`config.mk`:
```
export PLATFORM = sky130hd
export DESIGN_NAME = pll_lock_supervisor
export DESIGN_NICKNAME = d
export VERILOG_FILES = /design/src/rtl/pll_lock_supervisor.sv
export SDC_FILE = /design/constraint.sdc
export NUM_CORES = 1
export LEC_CHECK = 0
export ABC_AREA = 1
export CAP_MARGIN = 15
export CORE_ASPECT_RATIO = 1.25
export CORE_MARGIN = 2
export CORE_UTILIZATION = 39
export CTS_CLUSTER_DIAMETER = 60
export CTS_CLUSTER_SIZE = 40
export DETAILED_ROUTE_END_ITERATION = 12
export GPL_TIMING_DRIVEN = 0
export PLACE_DENSITY_LB_ADDON = 0.25
export SYNTH_ARGS = -nofsm -noshare
export SYNTH_HDL_FRONTEND = slang
export SYNTH_SLANG_ARGS = --single-unit
```
`constraint.sdc`:
```
create_clock -name clkin_i -period 1.6 [get_ports clkin_i]
set_input_delay 0.24 -clock clkin_i [delete_from_list [all_inputs] [get_ports clkin_i]]
set_output_delay 0.24 -clock clkin_i [all_outputs]
set_load 0.05 [all_outputs]
```
`src/rtl/pll_lock_supervisor.sv`:
```
// ---------------------------------------------------------------------------
// pll_lock_supervisor
//
// Multi-PLL lock supervisor and reset sequencer running on the board
// reference clock. Every PLL channel has its own reset/lock state machine.
// Each machine holds its PLL in reset, waits a bounded time for lock and
// debounces the lock. It retries after a timeout or a lock loss and parks
// in FAIL once the retries are used up. The design-wide reset is released
// only after every channel has reached LOCKED.
//
// Ports
//   clkin_i       reference clock, the only clock of the block
//   rst_n_i       asynchronous active-low reset
//   pll_lock_i    raw lock from each PLL, asynchronous to clkin_i
//   retry_req_i   single-cycle pulse, restarts every channel sitting in FAIL
//   pll_rst_o     active-high reset to each PLL
//   locked_o      per-channel accepted-lock status
//   pll_fail_o    per-channel permanent-failure flag
//   lock_lost_o   one-cycle pulse when a LOCKED channel drops lock
//   all_locked_o  registered AND of locked_o
//   sys_rst_n_o   active-low design reset, registered copy of all_locked_o
// ---------------------------------------------------------------------------
module pll_lock_supervisor #(
    parameter int NUM_PLL             = 2,
    parameter int PLL_RST_CYCLES      = 24,
    parameter int LOCK_TIMEOUT_CYCLES = 240000,
    parameter int LOCK_STABLE_CYCLES  = 2400,
    parameter int MAX_RETRIES         = 3
) (
    input  logic               clkin_i,
    input  logic               rst_n_i,
    input  logic [NUM_PLL-1:0] pll_lock_i,
    input  logic               retry_req_i,
    output logic [NUM_PLL-1:0] pll_rst_o,
    output logic [NUM_PLL-1:0] locked_o,
    output logic [NUM_PLL-1:0] pll_fail_o,
    output logic [NUM_PLL-1:0] lock_lost_o,
    output logic               all_locked_o,
    output logic               sys_rst_n_o
);

    // One shared counter per channel serves all three timed phases, so it
    // is sized for the longest of them.
    localparam int MAX_AB  = (PLL_RST_CYCLES > LOCK_TIMEOUT_CYCLES) ?
                             PLL_RST_CYCLES : LOCK_TIMEOUT_CYCLES;
    localparam int MAX_CYC = (MAX_AB > LOCK_STABLE_CYCLES) ?
                             MAX_AB : LOCK_STABLE_CYCLES;
    localparam int CNT_W   = $clog2(MAX_CYC + 1);
    localparam int RTY_W   = $clog2(MAX_RETRIES + 1);

    localparam logic [CNT_W-1:0] RST_LAST    = CNT_W'(PLL_RST_CYCLES - 1);
    localparam logic [CNT_W-1:0] TIMEOUT_LAST = CNT_W'(LOCK_TIMEOUT_CYCLES - 1);
    localparam logic [CNT_W-1:0] STABLE_LAST = CNT_W'(LOCK_STABLE_CYCLES - 1);
    localparam logic [RTY_W-1:0] RTY_LIMIT   = RTY_W'(MAX_RETRIES);
    localparam logic [CNT_W-1:0] CNT_ONE     = CNT_W'(1);
    localparam logic [RTY_W-1:0] RTY_ONE     = RTY_W'(1);

    typedef enum logic [2:0] {
        ST_RESET  = 3'd0,
        ST_WAIT   = 3'd1,
        ST_STABLE = 3'd2,
        ST_LOCKED = 3'd3,
        ST_FAIL   = 3'd4
    } state_e;

    // -----------------------------------------------------------------------
    // Two-flop synchroniser for the asynchronous lock inputs
    // -----------------------------------------------------------------------
    logic [NUM_PLL-1:0] lock_meta_q;
    logic [NUM_PLL-1:0] lock_s_q;

    always_ff @(posedge clkin_i or negedge rst_n_i) begin
        if (!rst_n_i) begin
            lock_meta_q <= '0;
            lock_s_q    <= '0;
        end else begin
            lock_meta_q <= pll_lock_i;
            lock_s_q    <= lock_meta_q;
        end
    end

    // -----------------------------------------------------------------------
    // Per-channel state machines
    // -----------------------------------------------------------------------
    for (genvar g = 0; g < NUM_PLL; g++) begin : g_ch
        state_e           state_q, state_d;
        logic [CNT_W-1:0] cnt_q, cnt_d;
        logic [RTY_W-1:0] rty_q, rty_d;
        logic [RTY_W-1:0] rty_inc;
        logic             rst_q, rst_d;
        logic             lck_q, lck_d;
        logic             fail_q, fail_d;
        logic             lost_q, lost_d;

        assign rty_inc = rty_q + RTY_ONE;

        always_comb begin
            state_d = state_q;
            cnt_d   = cnt_q + CNT_ONE;
            rty_d   = rty_q;
            lost_d  = 1'b0;

            unique case (state_q)
                ST_RESET: begin
                    if (cnt_q == RST_LAST) begin
                        state_d = ST_WAIT;
                        cnt_d   = '0;
                    end
                end
                ST_WAIT: begin
                    // Lock is tested first so that a lock arriving on the
                    // timeout cycle wins and costs no retry.
                    if (lock_s_q[g]) begin
                        state_d = ST_STABLE;
                        cnt_d   = '0;
                    end else if (cnt_q == TIMEOUT_LAST) begin
                        rty_d   = rty_inc;
                        cnt_d   = '0;
                        state_d = (rty_inc == RTY_LIMIT) ? ST_FAIL : ST_RESET;
                    end
                end
                ST_STABLE: begin
                    // A drop while debouncing restarts the timeout window
                    // but keeps the retry count of the current attempt.
                    if (!lock_s_q[g]) begin
                        state_d = ST_WAIT;
                        cnt_d   = '0;
                    end else if (cnt_q == STABLE_LAST) begin
                        state_d = ST_LOCKED;
                        cnt_d   = '0;
                        rty_d   = '0;
                    end
                end
                ST_LOCKED: begin
                    cnt_d = '0;
                    // A lock loss is not a timeout and so is not counted
                    // as a retry.
                    if (!lock_s_q[g]) begin
                        state_d = ST_RESET;
                        lost_d  = 1'b1;
                    end
                end
                ST_FAIL: begin
                    cnt_d = '0;
                    if (retry_req_i) begin
                        state_d = ST_RESET;
                        rty_d   = '0;
                    end
                end
                default: begin
                    state_d = ST_RESET;
                    cnt_d   = '0;
                    rty_d   = '0;
                end
            endcase

            // Outputs are decoded from the next state so that they move on
            // the same edge as the transition.
            rst_d  = (state_d == ST_RESET) || (state_d == ST_FAIL);
            lck_d  = (state_d == ST_LOCKED);
            fail_d = (state_d == ST_FAIL);
        end

        always_ff @(posedge clkin_i or negedge rst_n_i) begin
            if (!rst_n_i) begin
                state_q <= ST_RESET;
                cnt_q   <= '0;
                rty_q   <= '0;
                rst_q   <= 1'b1;
                lck_q   <= 1'b0;
                fail_q  <= 1'b0;
                lost_q  <= 1'b0;
            end else begin
                state_q <= state_d;
                cnt_q   <= cnt_d;
                rty_q   <= rty_d;
                rst_q   <= rst_d;
                lck_q   <= lck_d;
                fail_q  <= fail_d;
                lost_q  <= lost_d;
            end
        end

        assign pll_rst_o[g]   = rst_q;
        assign locked_o[g]    = lck_q;
        assign pll_fail_o[g]  = fail_q;
        assign lock_lost_o[g] = lost_q;
    end

    // -----------------------------------------------------------------------
    // Design-wide lock status and reset release
    // -----------------------------------------------------------------------
    logic all_locked_q;
    logic sys_rst_n_q;

    always_ff @(posedge clkin_i or negedge rst_n_i) begin
        if (!rst_n_i) begin
            all_locked_q <= 1'b0;
            sys_rst_n_q  <= 1'b0;
        end else begin
            all_locked_q <= &locked_o;
            sys_rst_n_q  <= all_locked_q;
        end
    end

    assign all_locked_o = all_locked_q;
    assign sys_rst_n_o  = sys_rst_n_q;

endmodule

```
After elaboration in Yosys (flattened, before gate mapping) --
Cells that the tools add are included.
Word-level totals: register bits 60, input port bits 5
Operators by class: add/sub/neg operators 4, eq/ne operators 30, muxes and demuxes 45, bitwise operators 2, reductions and logical operators 11
Operators with widths (number):
- two-way mux 18 bit | 10
- case mux 18 bit (3 select lines) | 2
- two-way mux 3 bit | 16
- adder 18 x 1 -> 18 bit (second input constant) | 2
- == test 18 x 12 -> 1 bit (second input constant) | 2
- == test 18 bit (second input constant) | 2
- == test 18 x 5 -> 1 bit (second input constant) | 2
- case mux 3 bit (5 select lines) | 2
- inequality test 2 bit (second input constant) | 10
- == test 3 x 2 -> 1 bit (second input constant) | 6
- two-way mux 2 bit | 9
- case mux 2 bit (4 select lines) | 2
- == test 3 bit (second input constant) | 4
- logical NOT 3 bit | 4
- AND reduction 6 bit | 2
- == test 3 x 1 -> 1 bit (second input constant) | 2
- adder 2 x 1 -> 2 bit (second input constant) | 2
- == test 2 bit (second input constant) | 2
- two-way mux 1 bit | 4
- OR reduction 2 bit | 2
- logical OR 1 bit | 2
- inverter 1 bit | 2
- AND reduction 2 bit | 1

Depth between registers and ports, before layout --
Gate-level depths: netlist of run 1.
depth in word-level cells 8, mapped depth 11, depth with buffers taken out 11

Least setup slack after synthesis of run 1 --
No wires, ideal clock.
kind flip-flop to flip-flop, start point register g_ch[0].cnt_q[0], end point register g_ch[0].cnt_q[5], library setup time 0.112 ns, data arrival time 1.504 ns, setup slack -0.016 ns, cell stages (with the launch flop) 10, buffers on the path 1, period minus slack after synthesis 1.616 ns, path through dfrtp_1 > ha_1 > inv_2 > nor3_4 > nand3_4 > nand2_4 > nand3_2 > buf_6 > nand2_1 > inv_2
Between the ends: word-level cells in the longest chain between the ends 4
Ends and longest elaborated chain:
- start: declaration | RTL line 87 | logic [CNT_W-1:0] cnt_q, cnt_d;
- start signal: assignment | RTL line 175 | cnt_q <= cnt_d;
- adder 18 x 1 -> 18 bit, or another cell as far along | RTL line 99 | cnt_d = cnt_q + CNT_ONE;
- two-way mux 18 bit, on equally long branches | RTL line 128, 116
- two-way mux 18 bit, on equally long branches | RTL line 125, 113
- case mux 18 bit (3 select lines) (*) | RTL line 103 | unique case (state_q)
- named net g_ch[0].cnt_d[5] | RTL line 87
Mark *: on every way through the listed nets, which the timed path passes. The rest lies on a longest branch. A chain may end at the register's enable or synchronous reset.

Worst setup path in the final report of run 1 --
start point register g_ch[1].cnt_q[4], end point register g_ch[1].cnt_q[1]
Between the ends: word-level cells in the longest chain between the ends 4
Ends and longest elaborated chain (RTL line):
- start: declaration | 87
- start signal: assignment | 175
- == test 18 x 12 -> 1 bit / == test 18 bit (equally long branches) | 128, 116
- two-way mux 18 bit, on equally long branches | 128, 116
- two-way mux 18 bit, on equally long branches | 125, 113
- case mux 18 bit (3 select lines) (*) | 103
- named net g_ch[1].cnt_d[1] | 87
Marked as above.

==> summary.txt, run 1 <==
Status
  • Status: complete, but fails checks
  • Violated checks: setup timing

Worst setup path
  • CP max FO: 5
  • Worst setup path class: flip-flop to flip-flop
  • CP max stage cell: dfrtp_1
  • CP max stage delay: 0.40 ns
  • Worst EP required: 1.84 ns
  • Crit path arrival time: 1.85 ns
  • Critical path origin: g_ch[1].cnt_q[4]
  • Worst-path cell chain: inv_1, nor2_1, nand2_1, nor2_1, nand2_1, nand2_2, nand3_4, and2_4
  • CP endpoint kind: flip-flop
  • Worst setup SP type: flip-flop
  • Worst r2r src: g_ch[1].cnt_q[4]

Clocking
  • Cts bufs inserted: 9
  • Reg clk slew, reported paths: 0.08 ns
  • CTS max path bufs: 2
  • TritonCTS clock tree: done
  • Clock H-tree levels: 3
  • Worst-Skew Late Latency: 0.35 ns
  • Clock root cell: clkbuf_8
  • TritonCTS Sinks: 60

Die
  • Boundary Pins: 15
  • Die outline width: 89.1 um
  • Die height: 110 um
  • Core Box Area: 0.00875 sq mm
  • Site Rows: 38
  • Die Area: 0.00983 sq mm
  • Starting Density: 40.3%

Timing
  • Worst Tran Pin Value: 0.747 ns
  • Max Freq: 622 MHz
  • Slew Limit Fails: 0
  • Hold Vio Cnt, Final: 0
  • Max Clock Skew: 0.0118 ns
  • Final setup violation count: 1
  • Final period demand of the worst path: 1.61 ns
  • Worst setup margin: -0.00650 ns
  • Unrepaired setup endpoints after global routing: yes
  • Crit share post-route: 100%
  • Max_slew headroom: 50.2%

Synthesis
  • Synth Area in XOR/XNOR: 2.48%
  • Synth cell types: 37
  • Area leader, netlist: dfrtp_1
  • Syn avg cell area: 7.25 sq um
  • Mux share of post-synthesis cell area: 0%
  • Cell Area, Synth: 0.00353 sq mm
  • Cell count after synthesis: 487
  • Complex-gate fraction of the synthesized area: 4.68%
  • Post-Synth Adder-Cell Area: 1.42%
  • Seq/Total Area, Yosys: 42.6%
  • Yosys warning total: 0
  • Post-synthesis simple-gate area fraction: 38.4%
  • Synth Register Bits: 60
  • Largest family of logic cells by synthesized area: simple AND/OR/NAND/NOR gates
  • Main area contributors after synthesis: dfrtp_1 (41%), nand2_1 (12%), nor2_1 (9.3%)
  • Mapped Nets: 496
  • Yosys top cell area share: 41.1%

Layout
  • Most frequent cells in the layout: nand2_1 (93), nor2_1 (77), inv_1 (61), dfrtp_1 (54), nand3_1 (40)
  • Area delta synth->final: 25.4%
  • ANT cells: 0
  • Final Util: 50.6%
  • Most common cell after layout, fill and taps aside: nand2_1
  • Final non-filler cell total: 658
  • Nets: 542
  • Layout fillers: 872
  • Layout cells sized above 1: 25.1%
  • Finished Cell Area: 0.00443 sq mm

GRT
  • Initial antenna violation count: 0
  • Vias in the first global route: 3015
  • First-pass GRT wire length: 13400 um
  • Grt ovf: 0
  • Pin count of the biggest net entering global routing: 32
  • Gr usage total: 17.4%

Placement
  • Placer Congestion: 0.923
  • Placed cells: 622
  • Dpl hpwl: 5540 um
  • # port buffers: 14
  • Cell Area, Placed: 0.00384 sq mm

Hold path
  • Hold/Removal Path Class: primary input to flip-flop
  • Hold Crit Start: pll_lock_i[0]

Drt
  • Via density: 4.89
  • DR iter-0 viols: 131
  • Routed Antenna Nets: 0
  • Routed via count: 3220
  • Post-Route WL: 8240 um
  • Drc violations: 0
  • First-pass DRT Iterations: 4
  • Wire per inst: 12.5 um

Pwr
  • Maximum vdd ir drop: 0.551 mV
  • Pwr dens: 1290 mW/mm^2
  • P_leak: 2.23 nW
  • Total power: 5.69 mW

Job
  • Max Cap Violations: 0
==> critical path, delay by kind of cell (launching register included) <==
kind	cells	cell delay [ns]
DFF	1	0.40
and+or+nand+nor	7	1.02
buffers and inverters	1	0.08
==> metrics by stage <==
stage | setup WS [ns] | setup TNS, ns | hold slack (ns)
2_1_floorplan | 0.00427 | 0 | -0.0556
3_3_place_gp | -1.67 | -106.72 | 0.332
3_5_place_dp | -0.341 | -9.70 | 0.337
4_1_cts | 0.00222 | 0 | 0.320
5_1_grt | -0.0931 | -2.39 | 0.339
6_report | -0.00650 | -0.00650 | 0.328
==> cell usage after synthesis (all sizes together) <==
| library cell | number |
|---|---|
| o21ai | 5 |
| dfstp | 2 |
| o21bai | 1 |
| a21oi | 13 |
| nor4 | 1 |
| nand3 | 55 |
| inv | 76 |
| a31oi | 5 |
| xor2 | 8 |
| o22ai | 2 |
| or3 | 1 |
| a21o | 1 |
| nor2 | 90 |
| clkbuf | 2 |
| ha | 4 |
| buf | 9 |
| and3 | 1 |
| nand2 | 114 |
| dfrtp | 58 |
| or2 | 4 |
| and2 | 4 |
| a31o | 1 |
| o211ai | 1 |
| nor3 | 9 |
| nand3b | 2 |
| nand4 | 16 |
| xnor2 | 2 |
==> repair_timing <==
| action | 4_1_cts | 5_1_grt |
|---|---|---|
| endpoints found under the hold margin | 28 | 0 |
| pin swaps | 4 | 13 |
| hold buffers | 1 | 0 |
| setup buffers | 10 | 8 |
| endpoints found under the setup margin | 58 | 36 |
| gates resized for setup | 31 | 50 |
| gates cloned | 0 | 2 |
==> logic make-up after synthesis <==
kind of cell             after synthesis
flip-flops                            60
buffers and inverters                 87
AO/OA/AOI/OAI                         29
AND/OR/NAND/NOR                      297
adder cells (fa/ha/maj)                4
XOR/XNOR                              10
==> final timing paths <==
| check | to | slack, ns | cells after the start |
|---|---|---|---|
| min reg2reg | lock_s_q[1] | 0.35 | 0 |
| max in group asynchronous | g_ch[0].cnt_q[5] | 0.48 | 3 |
| min in group asynchronous | g_ch[0].cnt_q[12] | 0.50 | 2 |
| max | g_ch[1].cnt_q[1] | -0.007 | 8 |
| min | lock_meta_q[0] | 0.33 | 1 |
| max reg2reg | g_ch[1].cnt_q[1] | -0.007 | 8 |
==> area by class of cell <==
class / instances / area [sq um] / share of cell area (%)
Multi-Input combinational cell: 341 / 1900 / 42.8
Timing Repair Buffer: 35 / 310 / 7.01
Clock inverter: 5 / 36.3 / 0.820
Buffer: 10 / 80.1 / 1.81
Inverter: 76 / 293 / 6.62
Sequential cell: 60 / 1510 / 34.1
Clock buffer: 11 / 151 / 3.42
Tap cell: 120 / 150 / 3.39
==> routing by layer <==
metal	up-vias	track usage [%]	routed length, um
met3	17	2.53	183
met1	1529	21.8	3520
met2	39	29.3	4340
met5	-	0	0
li1	1635	-	-
met4	0	8.00	195
==> state kept, by name (all words and copies together), names as in the netlist <==
signal and cells:
g_ch.lost_q 2, g_ch.rty_q 4, g_ch.lck_q 2, sys_rst_n_o 1
g_ch.state_q 6, g_ch.fail_q 2, lock_s_q 2, all_locked_o 1
g_ch.cnt_q 36, lock_meta_q 2, g_ch.rst_q 2
==> report_power, final <==
part | total (mW) | switching, mW | internal [mW]
sequential | 2.05 | 0.283 | 1.76
clock | 1.29 | 0.644 | 0.645
combinational | 2.36 | 1.39 | 0.969
No activity file was read; power rests on OpenSTA's default activity.
==> run 2, diff against run 1 <==
RECOVER_POWER = 100   (was not set)
==> summary.txt, run 2 (synthesis results as in run 1) <==
Layout
  • Most frequent cells in the layout: nand2_1 (93), nor2_1 (77), inv_1 (62), dfrtp_1 (54), nand3_1 (40)
  • Final non-filler cell total: 658
  • Area delta synth->final: 24.9%
  • Final Util: 50.4%
  • ANT cells: 0
  • Largest registers: g_ch.cnt_q: 36 flops, g_ch.state_q: 6 flops, g_ch.rty_q: 4 flops
  • Nets: 542
  • Most common cell after layout, fill and taps aside: nand2_1
  • Layout cells sized above 1: 24.9%
  • Largest register by flop count: g_ch.cnt_q
  • Max reg flops: 36
  • Multi-input gate area: 0.00190 sq mm
  • Layout fillers: 871
  • Finished Cell Area: 0.00441 sq mm
  • Sequential Area: 0.00151 sq mm

Clocking
  • TritonCTS Sinks: 60
  • TritonCTS clock tree: done
  • Worst-Skew Late Latency: 0.35 ns
  • Clock H-tree levels: 3
  • Cts bufs inserted: 9
  • Clock root cell: clkbuf_8
  • Reg clk slew, reported paths: 0.07 ns
  • CTS max path bufs: 2

Timing
  • Crit share post-route: 100%
  • Max Clock Skew: 0.0120 ns
  • Worst setup margin: -0.00449 ns
  • Final setup violation count: 1
  • Max Freq: 623 MHz
  • Hold Vio Cnt, Final: 0
  • Max_slew headroom: 47.3%
  • Final period demand of the worst path: 1.60 ns
  • Worst Tran Pin Value: 0.790 ns
  • Unrepaired setup endpoints after global routing: yes
  • Slew Limit Fails: 0
  • Worst hold slack: 0.349 ns
  • Sum Neg Setup Slack: -0.00449 ns

Worst setup path
  • CP max stage cell: dfrtp_1
  • Reg-to-Reg End: g_ch[1].cnt_q[1]
  • CP max stage delay: 0.40 ns
  • Worst EP required: 1.84 ns
  • Worst-path cell chain: inv_1, nor2_1, nand2_1, nor2_1, nand2_1, nand2_2, nand3_4, and2_4
  • CP endpoint kind: flip-flop
  • Crit path arrival time: 1.84 ns
  • Flop-to-flop setup slack: -0.004 ns
  • Worst setup SP type: flip-flop
  • Critical path origin: g_ch[1].cnt_q[4]
  • Worst r2r src: g_ch[1].cnt_q[4]
  • CP max FO: 5
  • R2R depth: 8
  • Worst setup path class: flip-flop to flip-flop

Pwr
  • P_leak: 2.23 nW
  • Pwr dens: 1290 mW/mm^2
  • Maximum vdd ir drop: 0.550 mV
  • Total power: 5.68 mW

GRT
  • Most used routing layer: met2
  • Initial antenna violation count: 0
  • Pin count of the biggest net entering global routing: 32
  • Met3 Resource Use GR: 2.53%
  • Grt ovf: 0
  • Vias in the first global route: 3015
  • Gr usage total: 17.4%
  • M2 GR Usage: 29.3%
  • First-pass GRT wire length: 13400 um
  • Routing usage on met1: 21.8%

Drt
  • Drc violations: 0
  • Post-Route WL: 8230 um
  • Via density: 4.90
  • DR iter-0 viols: 132
  • First-pass DRT Iterations: 5
  • Routed via count: 3223
  • Routed Antenna Nets: 0
  • Wire per inst: 12.5 um

Die
  • Starting Density: 40.3%
  • Core Box Area: 0.00875 sq mm
  • Site Rows: 38
  • Boundary Pins: 15
  • Die height: 110 um
  • Die Area: 0.00983 sq mm
  • Die outline width: 89.1 um

Placement
  • Cell Area, Placed: 0.00384 sq mm
  • Placed cells: 622
  • Setup WS pre-CTS: -0.341 ns
  • Dpl hpwl: 5540 um
  • # port buffers: 14
  • Placer Congestion: 0.923

Hold path
  • Hold path endpoint: lock_s_q[1]
  • WHS Path Cells: 0
  • Hold/Removal Path Class: flip-flop to flip-flop
  • Hold Crit Start: lock_meta_q[1]

Job
  • Max Cap Violations: 0

Status
  • Status: complete, but fails checks
  • Violated checks: setup timing
run 2: worst max-delay path: cells and delay by family (launching register included):
kind / cells / cell delay, ns
simple gates: 7 / 1.02
buf+inv: 1 / 0.08
flops: 1 / 0.40
run 2: layout make-up:
class | count | area share (%)
inverters | 76 | 6.64
repair buffers | 35 | 6.64
well taps | 120 | 3.41
multi-input cells | 341 | 43.0
clock inverters | 5 | 0.823
flip-flops and latches | 60 | 34.2
plain buffers | 10 | 1.82
clock buffers | 11 | 3.43
run 2: power by group:
part | internal (mW) | total (mW) | switching, mW
sequential | 1.76 | 2.05 | 0.284
clock | 0.645 | 1.29 | 0.645
combinational | 0.958 | 2.34 | 1.38
total | 3.37 | 5.68 | 2.31
run 2: layer usage:
layer  part of all wire, %  vias up
li1                      -     1635
met1                    43     1528
met2                    53       43
met3                   2.3       17
met4                   2.4        0
met5                     0        -
run 2: how the worst max path moves through the flow:
stage / endpoint
floorplan: g_ch[0].cnt_q[5]
global placement: g_ch[1].cnt_q[16]
detailed placement: g_ch[1].cnt_q[1]
CTS: g_ch[0].cnt_q[11]
global route: g_ch[1].cnt_q[1]
finish: g_ch[1].cnt_q[1]
run 2: repair_timing:
action	4_1_cts	5_1_grt
gates resized for setup	31	50
endpoints found under the setup margin	58	36
cloned	0	2
buffers inserted	10	8
hold endpoints to repair	28	0
hold buffers	1	0
pin swaps	4	13
==> run 3, diff against run 2 <==
CORE_UTILIZATION = 55   (was 39)
SLEW_MARGIN = 10   (was not set)
==> summary.txt, run 3 (synthesis results as in run 1) <==
Worst setup path
  • Crit path arrival time: 1.88 ns
  • CP endpoint kind: flip-flop
  • CP max FO: 5
  • Worst setup path class: flip-flop to flip-flop
  • CP max stage cell: dfrtp_1
  • Worst setup SP type: flip-flop
  • Worst-path cell chain: ha_4, inv_4, nor3_4, nand3_2, nand2_4, nand3_4, and2_1
  • Worst EP required: 1.84 ns
  • CP max stage delay: 0.39 ns

Timing
  • Sum Neg Setup Slack: -0.132 ns
  • Max Freq: 609 MHz
  • Hold Vio Cnt, Final: 0
  • Crit share post-route: 103%
  • Max Clock Skew: 0.00751 ns
  • Max_slew headroom: 46.8%
  • Worst Tran Pin Value: 0.798 ns
  • Worst setup margin: -0.0407 ns
  • Final period demand of the worst path: 1.64 ns
  • Unrepaired setup endpoints after global routing: yes
  • Slew Limit Fails: 0
  • Worst hold slack: 0.352 ns
  • Final setup violation count: 7

Layout
  • Largest registers: g_ch.cnt_q: 36 flops, g_ch.state_q: 6 flops, g_ch.rty_q: 4 flops
  • ANT cells: 0
  • Area delta synth->final: 22.6%
  • Nets: 538
  • Final Util: 69.7%
  • Most frequent cells in the layout: nand2_1 (100), nor2_1 (73), inv_1 (61), dfrtp_1 (49), nand3_1 (40)
  • Layout cells sized above 1: 24.3%
  • Max reg flops: 36
  • Largest register by flop count: g_ch.cnt_q
  • Final non-filler cell total: 619
  • Most common cell after layout, fill and taps aside: nand2_1

Die
  • Starting Density: 56.9%
  • Die Area: 0.00708 sq mm
  • Die outline width: 75.6 um
  • Core Box Area: 0.00621 sq mm
  • Site Rows: 32
  • Boundary Pins: 15
  • Die height: 93.6 um

Pwr
  • Net switching power figure: 2.23 mW
  • Logic gate share of total power: 36.8%
  • Clock share of power: 27.4%
  • Maximum vdd ir drop: 0.796 mV
  • Pwr dens: 1310 mW/mm^2
  • P_leak: 2.21 nW
  • Reg power frac: 35.8%
  • Switching share of power: 39.1%
  • Int Power: 3.46 mW

Clocking
  • Clock H-tree levels: 3
  • Cts bufs inserted: 9
  • Worst-Skew Late Latency: 0.35 ns
  • TritonCTS clock tree: done
  • Reg clk slew, reported paths: 0.07 ns
  • TritonCTS Sinks: 60
  • CTS max path bufs: 2
  • Clock root cell: clkbuf_8

Drt
  • Routed Antenna Nets: 0
  • DR iter-0 viols: 185
  • Via density: 5.23
  • Drc violations: 0
  • Post-Route WL: 8040 um
  • Routed via count: 3239
  • Wire per inst: 13.0 um
  • First-pass DRT Iterations: 4

GRT
  • Grt ovf: 0
  • First-pass GRT wire length: 12800 um
  • Gr usage total: 23.4%
  • Vias in the first global route: 2998
  • Pin count of the biggest net entering global routing: 61
  • Initial antenna violation count: 0

Job
  • Max Cap Violations: 0

Placement
  • Dpl hpwl: 5230 um
  • # port buffers: 14
  • Setup WS pre-CTS: -0.323 ns
  • Placed cells: 586
  • Placer Congestion: 0.951

Hold path
  • Hold/Removal Path Class: flip-flop to flip-flop

Status
  • Status: complete, but fails checks
  • Violated checks: setup timing
[run 3: what timing repair did]
action | in CTS | in global routing
setup buffers | 6 | 12
cloned | 0 | 1
hold endpoints to repair | 54 | 0
hold buffers | 1 | 0
gates resized for setup | 28 | 46
setup endpoints to repair | 57 | 39
pin swaps | 3 | 15
[run 3: critical path, delay by kind of cell (launching register included)]
kind	cells	cell delay, ns
flip-flops	1	0.39
buffers and inverters	1	0.04
adder cells (fa/ha/maj)	1	0.20
AND/OR/NAND/NOR	5	0.91
[run 3: final timing paths]
kind / slack (ns) / depth (start not counted) / endpoint / from
worst min-delay path: 0.35 / 0 / lock_s_q[1] / lock_meta_q[1]
worst max register to register: -0.04 / 7 / g_ch[1].cnt_q[1] / g_ch[1].cnt_q[1]
max in group asynchronous: 0.49 / 2 / g_ch[1].cnt_q[5] / rst_n_i
worst max-delay path: -0.04 / 7 / g_ch[1].cnt_q[1] / g_ch[1].cnt_q[1]
worst min register to register: 0.35 / 0 / lock_s_q[1] / lock_meta_q[1]
min in group asynchronous: 0.54 / 2 / g_ch[0].cnt_q[17] / rst_n_i
[run 3: power groups by stage]
stage               Clock (mW)  Sequential (mW)  Combinational, mW
global placement             0             2.02               1.56
finish                    1.56             2.03               2.09
CTS                       1.59             2.03               1.76
global route              1.65             2.07               2.33
detailed placement           0             2.03               1.61
floorplan                    0             1.97               1.26
[run 3: through the flow]
stage	area [sq um]	power, mW
after floorplan	3530	3.23
after global placement	3780	3.58
after detailed placement	3770	3.64
after CTS	4120	5.37
after global routing	4330	6.05
final	4330	5.69
[run 3: per-layer routing]
| metal | vias up | share of wire (%) | global-route usage, % |
|---|---|---|---|
| met2 | 65 | 52 | 39.7 |
| met4 | 0 | 2.5 | 10.2 |
| met1 | 1520 | 42 | 27.9 |
| met5 | - | 0 | 0 |
| met3 | 23 | 3.2 | 4.85 |
| li1 | 1631 | - | - |
[run 3: cell type report]
type	instances	area, sq um
multi-input cells	341	1850
clock inverters	7	100
fillers	502	1880
well taps	85	106
plain buffers	9	75.1
repair buffers	32	263
clock buffers	9	124
flip-flops and latches	60	1520
inverters	76	290
